[src/rtl/flash_read_arbiter.sv]
`default_nettype none
// ============================================================================
// flash_read_arbiter : round-robin shared SPI boot-flash word reader (F/D ports)
// Option macro FLASH_READ_ARBITER_FAST_READ_EN : 0x0B fast read with dummy byte
// Revision 1.0
// ============================================================================
module flash_read_arbiter #(
  parameter int CLK_DIV  = 1,
  parameter int CSB_IDLE = 2
) (
  input  logic        wb_clk_i,
  input  logic        wb_rst_i,
  input  logic        f_req,
  input  logic [23:0] f_addr,
  output logic        f_ack,
  output logic [31:0] f_rdata,
  input  logic        d_req,
  input  logic [23:0] d_addr,
  output logic        d_ack,
  output logic [31:0] d_rdata,
  output logic        busy,
  output logic        flash_csb,
  output logic        flash_sck,
  output logic        flash_mosi,
  input  logic        flash_miso
);

`ifdef FLASH_READ_ARBITER_FAST_READ_EN
  localparam logic [7:0] CMD_BYTE = 8'h0B;
  localparam int         TX_W     = 40;
`else
  localparam logic [7:0] CMD_BYTE = 8'h03;
  localparam int         TX_W     = 32;
`endif
  localparam int                NBITS     = TX_W + 32;
  localparam logic [6:0]        LAST_BIT  = 7'(NBITS - 1);
  localparam logic [23:0]       ADDR_MASK = 24'hFFFFFC;
  localparam int                DIV_W     = (CLK_DIV > 1) ? $clog2(CLK_DIV) : 1;
  localparam logic [DIV_W-1:0]  DIV_LAST  = DIV_W'(CLK_DIV - 1);
  localparam int                GAP_W     = (CSB_IDLE > 1) ? $clog2(CSB_IDLE) : 1;
  localparam logic [GAP_W-1:0]  GAP_LAST  = GAP_W'(CSB_IDLE - 1);

  localparam logic [1:0] S_IDLE  = 2'd0;
  localparam logic [1:0] S_SHIFT = 2'd1;
  localparam logic [1:0] S_ACK   = 2'd2;
  localparam logic [1:0] S_GAP   = 2'd3;

  logic [1:0]       state_q,   state_d;
  logic             pref_d_q,  pref_d_d;
  logic             grant_d_q, grant_d_d;
  logic [TX_W-1:0]  tx_q,      tx_d;
  logic [31:0]      rx_q,      rx_d;
  logic [DIV_W-1:0] div_q,     div_d;
  logic [6:0]       bit_q,     bit_d;
  logic             phase_q,   phase_d;
  logic [GAP_W-1:0] gap_q,     gap_d;
  logic             csb_q,     csb_d;
  logic             sck_q,     sck_d;
  logic             busy_q,    busy_d;
  logic             f_ack_q,   f_ack_d;
  logic             d_ack_q,   d_ack_d;
  logic [31:0]      f_rdata_q, f_rdata_d;
  logic [31:0]      d_rdata_q, d_rdata_d;

  logic             take_d;
  logic [23:0]      sel_addr;
  logic [TX_W-1:0]  tx_load;
  logic [31:0]      word;

  always_comb begin
    state_d   = state_q;
    pref_d_d  = pref_d_q;
    grant_d_d = grant_d_q;
    tx_d      = tx_q;
    rx_d      = rx_q;
    div_d     = div_q;
    bit_d     = bit_q;
    phase_d   = phase_q;
    gap_d     = gap_q;
    csb_d     = csb_q;
    sck_d     = sck_q;
    busy_d    = busy_q;
    f_ack_d   = 1'b0;
    d_ack_d   = 1'b0;
    f_rdata_d = f_rdata_q;
    d_rdata_d = d_rdata_q;

    // D wins only when F is absent or when F was served last.
    take_d   = d_req && (!f_req || pref_d_q);
    sel_addr = take_d ? d_addr : f_addr;
`ifdef FLASH_READ_ARBITER_FAST_READ_EN
    tx_load  = {CMD_BYTE, sel_addr & ADDR_MASK, 8'h00};
`else
    tx_load  = {CMD_BYTE, sel_addr & ADDR_MASK};
`endif
    // First received byte sits in rx_q[31:24] and belongs in the low byte.
    word     = {rx_q[7:0], rx_q[15:8], rx_q[23:16], rx_q[31:24]};

    case (state_q)
      S_IDLE: begin
        if (f_req || d_req) begin
          grant_d_d = take_d;
          pref_d_d  = !take_d;
          tx_d      = tx_load;
          csb_d     = 1'b0;
          sck_d     = 1'b0;
          busy_d    = 1'b1;
          div_d     = '0;
          bit_d     = '0;
          phase_d   = 1'b0;
          state_d   = S_SHIFT;
        end
      end
      S_SHIFT: begin
        if (div_q == DIV_LAST) begin
          div_d = '0;
          if (!phase_q) begin
            phase_d = 1'b1;
            sck_d   = 1'b1;
            rx_d    = {rx_q[30:0], flash_miso};
          end else begin
            phase_d = 1'b0;
            sck_d   = 1'b0;
            tx_d    = {tx_q[TX_W-2:0], 1'b0};
            if (bit_q == LAST_BIT) begin
              csb_d   = 1'b1;
              state_d = S_ACK;
              if (grant_d_q) begin
                d_ack_d   = 1'b1;
                d_rdata_d = word;
              end else begin
                f_ack_d   = 1'b1;
                f_rdata_d = word;
              end
            end else begin
              bit_d = bit_q + 7'd1;
            end
          end
        end else begin
          div_d = div_q + 1'b1;
        end
      end
      S_ACK: begin
        // The ACK cycle is the first of the CSB_IDLE high cycles.
        if (CSB_IDLE > 1) begin
          gap_d   = GAP_W'(1);
          state_d = S_GAP;
        end else begin
          busy_d  = 1'b0;
          state_d = S_IDLE;
        end
      end
      default: begin
        if (gap_q == GAP_LAST) begin
          busy_d  = 1'b0;
          state_d = S_IDLE;
        end else begin
          gap_d = gap_q + 1'b1;
        end
      end
    endcase
  end

  always_ff @(posedge wb_clk_i) begin
    if (wb_rst_i) begin
      state_q   <= S_IDLE;
      pref_d_q  <= 1'b0;
      grant_d_q <= 1'b0;
      tx_q      <= '0;
      rx_q      <= '0;
      div_q     <= '0;
      bit_q     <= '0;
      phase_q   <= 1'b0;
      gap_q     <= '0;
      csb_q     <= 1'b1;
      sck_q     <= 1'b0;
      busy_q    <= 1'b0;
      f_ack_q   <= 1'b0;
      d_ack_q   <= 1'b0;
      f_rdata_q <= '0;
      d_rdata_q <= '0;
    end else begin
      state_q   <= state_d;
      pref_d_q  <= pref_d_d;
      grant_d_q <= grant_d_d;
      tx_q      <= tx_d;
      rx_q      <= rx_d;
      div_q     <= div_d;
      bit_q     <= bit_d;
      phase_q   <= phase_d;
      gap_q     <= gap_d;
      csb_q     <= csb_d;
      sck_q     <= sck_d;
      busy_q    <= busy_d;
      f_ack_q   <= f_ack_d;
      d_ack_q   <= d_ack_d;
      f_rdata_q <= f_rdata_d;
      d_rdata_q <= d_rdata_d;
    end
  end

  assign f_ack      = f_ack_q;
  assign d_ack      = d_ack_q;
  assign f_rdata    = f_rdata_q;
  assign d_rdata    = d_rdata_q;
  assign busy       = busy_q;
  assign flash_csb  = csb_q;
  assign flash_sck  = sck_q;
  assign flash_mosi = tx_q[TX_W-1];

endmodule
`default_nettype wire

[config.mk]
export PLATFORM = sky130hd
export DESIGN_NAME = flash_read_arbiter
export DESIGN_NICKNAME = d
export VERILOG_FILES = /design/src/rtl/flash_read_arbiter.sv
export SDC_FILE = /design/constraint.sdc
export NUM_CORES = 1
export LEC_CHECK = 0
export CELL_PAD_IN_SITES_DETAIL_PLACEMENT = 0
export CELL_PAD_IN_SITES_GLOBAL_PLACEMENT = 1
export CORE_ASPECT_RATIO = 1.75
export CORE_MARGIN = 8
export CORE_UTILIZATION = 40
export DETAILED_ROUTE_END_ITERATION = 8
export HOLD_SLACK_MARGIN = 0.1
export PLACE_DENSITY_LB_ADDON = 0.3
export SLEW_MARGIN = 20
export SYNTH_ARGS = -nofsm -noshare
export SYNTH_HDL_FRONTEND = slang
export SYNTH_SLANG_ARGS = --single-unit
[constraint.sdc]
create_clock -name wb_clk_i -period 3.7 [get_ports wb_clk_i]
set_input_delay 0.74 -clock wb_clk_i [delete_from_list [all_inputs] [get_ports wb_clk_i]]
set_output_delay 0.74 -clock wb_clk_i [all_outputs]
set_load 0.05 [all_outputs]
==> flow_summary_export.csv <==
group,metric,value,unit
outcome,status,"completed",
floorplan,start_util,0.406,
logic_synthesis,async_flop_share,0,
clock_tree,cts.sink_count,143,
placement,dpl.hpwl,10200,um
clock_tree,postCtsResizedCells,0,
logic_synthesis,ys_ff_latch,143,
logic_synthesis,postSynthAreaPerCell,8.28,um^2
global_route,met3_usage,0.0353,
clock_tree,clkTransAtPathRegs,0.07,ns
logic_synthesis,seq_area_frac_synth,0.461,
logic_synthesis,syn-num-nets,808,
routing,drt_iter0_drc,209,
global_route,antenna_found_initial,0,
final_layout,syn_to_final_growth,29.3,%
sta,grt_setup_unrepaired,"no",
floorplan,placementRows,60,
placement,preCtsSetupSlack,0.833,ns
floorplan,core,15300,um^2
clock_tree,insertion_delay,0.42,ns
routing,drcViolationCount,0,
routing,route.vias.total,5356,
sta,final_max_slew_viol_count,0,
worst_setup_path,crit_path_max_incr_delay,0.52,ns
global_route,grt_util_met2,0.276,
logic_synthesis,synthMuxAreaShare,0.00483,
worst_setup_path,endpoint_kind,"register",
worst_setup_path,crit_path_start_kind,"register",
worst_setup_path,crit_required,3.96,ns
logic_synthesis,synth_area,6210,um^2
final_layout,n_antenna_cell,0,
power,leakage,2.68,nW
logic_synthesis,synthSimpleGateAreaFrac,0.287,
floorplan,die_w,110,um
logic_synthesis,syn_inst,750,
logic_synthesis,synth_xor_area_frac,0,
clock_tree,cts_buffers,17,
power,finalPower,4.55,mW
sta,min_period,2.53,ns
routing,route.final.wire_length,14800,um
worst_setup_path,arrival,2.79,ns
floorplan,ios,123,
worst_hold_path,hold_path.class,"reg2reg",
clock_tree,cts_setup_buffers,0,
routing,wl_per_cell,14.3,um
global_route,top_usage_layer,"met2",
clock_tree,cts_buffer_depth,2,
sta,setup_viol,0,
placement,place_congestion,0.732,
global_route,grt.overflow.total,0,
logic_synthesis,synthAdderAreaFrac,0.0101,
global_route,grtUsageTotal,0.150,
power,power_density,567,nW/um^2
placement,portBuffers,118,
clock_tree,cts_tree,"done",
sta,tightest_slew,0.733,ns
worst_setup_path,critPathSlowestCell,"buf_4",
routing,drt_pre_antenna_iters,4,
final_layout,fillers,1494,
clock_tree,clk_root_buffer_cell,"clkbuf_16",
logic_synthesis,ys_top_cells_by_area,"dfxtp_1, nand2_1, nand2b_1, nor2b_1, o21ai_0",
global_route,grt_pass1_vias,5414,
routing,vias_per_cell,5.17,
global_route,grt_max_degree,80,
worst_setup_path,crit_chain,"inv_1, ha_1, buf_4, nand4b_1, nor4_4, buf_4, o21ai_0",
logic_synthesis,yosysUniqueCellTypes,41,
flow_run,max-cap-violations,0,
worst_hold_path,hp-start,"rx_q[31]",
logic_synthesis,synth_top_family_by_area,"simple AND/OR/NAND/NOR gates",
worst_setup_path,r2r-start,"state_q[1]",
worst_setup_path,critPathMaxFanout,64,
sta,max_slew_margin,0.511,
logic_synthesis,yosysWarnings,0,
floorplan,dieArea,19900,um^2
logic_synthesis,synth-edff-count,0,
floorplan,die_h,181,um
global_route,grt.met1_usage,0.156,
clock_tree,htree_levels,4,
power,ir_worst_vdd,0.350,mV
sta,hold_ws,0.452,ns
sta,setup_tns,0,ns
worst_setup_path,crit_path_frequent_cell,"buf_4",
logic_synthesis,synth_top_area_share,0.461,
logic_synthesis,synth_compound_area_frac,0.192,
sta,hold_violations,0,
sta,fmax,396,MHz
routing,ant_nets,0,
worst_setup_path,crit_start,"state_q[1]",
final_layout,drive_gt1_frac,0.0612,
worst_setup_path,worstSetupPathType,"reg2reg",
sta,fin_skew,0.0147,ns
logic_synthesis,synth_flop_cell,"dfxtp_1",
final_layout,utilization,0.525,
clock_tree,cts_hold_buf,0,
sta,fin_crit_sh,0.682,
final_layout,nets,894,
global_route,grt_pass1_wl,24700,um
logic_synthesis,yosysTopAreaCell,"dfxtp_1",
sta,fin_ws,1.17,ns
state kept, by name (all words and copies together), names as in the netlist, 2 cells and up:
register	count
tx_q	30
rx_q	32
d_rdata	32
state_q	2
bit_q	7
f_rdata	32
cells in the mapped netlist, drive strengths merged (3+ instances only):
library cell	count
o41ai	21
nand2b	69
ha	5
buf	25
inv	6
o21a	21
nor3	6
mux2i	3
nand3b	24
nor2b	57
nand2	144
o21ai	70
clkbuf	38
dfxtp	143
a21oi	47
nor2	10
a211oi	22
or2	3
nand3	11
logic make-up after synthesis:
logic type                 count (synthesis)
AOI/OAI and AO/OA                        193
adders and majority gates                  5
buffers and inverters                     69
DFF                                      143
muxes                                      3
and+or+nand+nor                          337
where the power goes:
group	leakage [nW]	internal [mW]	switching [mW]	total, mW
Clock	0.255	0.881	0.711	1.59
Sequential	1.16	1.71	0.111	1.83
Combinational	1.27	0.422	0.715	1.14
layer usage:
layer	share of wire	up-vias
met2	0.52	130
met5	0	-
met3	0.047	16
li1	-	2724
met1	0.42	2486
met4	0.011	0
stage by stage:
step / area [um^2] / cells
2_1_floorplan: 6210 / 750
3_3_place_gp: 7480 / 1003
3_5_place_dp: 7480 / 1003
4_1_cts: 8040 / 1035
5_1_grt: 8040 / 1035
6_report: 8040 / 1035
path summary, 6_finish.rpt:
path / end / slack (ns) / cells after the start
setup / recovery: f_rdata[26] / 1.17 / 7
hold / removal: rx_q[31] / 0.45 / 2
setup reg to reg: f_rdata[26] / 1.17 / 7
hold reg to reg: rx_q[31] / 0.45 / 2
final cells by class:
cell class,instances,area (um^2),area share
repair buffers,130,1290,0.161
multi-input cells,538,3070,0.382
inverters,6,22.5,0.00280
well taps,186,233,0.0290
clock buffers,18,429,0.0534
flip-flops and latches,143,2860,0.356
clock inverters,14,121,0.0151
critical path: cells and delay by family (launching register included):
kind                     cells  cell delay [ns]
AND/OR/NAND/NOR              2             0.58
flip-flops                   1             0.34
adder cells (fa/ha/maj)      1             0.29
AO/OA/AOI/OAI                1             0.18
buffers and inverters        3             0.94
cell usage in the layout, fill, tap and decap left out, drive strengths merged, types with 10 or more instances in the layout:
master / instances
clkbuf: 18
dfxtp: 143
nand3b: 24
inv: 15
a211oi: 22
o41ai: 21
o21a: 21
nor2: 10
buf: 13
o21ai: 70
nor2b: 57
nand2: 144
nand3: 11
nand2b: 69
a21oi: 47
clkdlybuf4s50: 117
No activity file was read; power rests on OpenSTA's default activity.
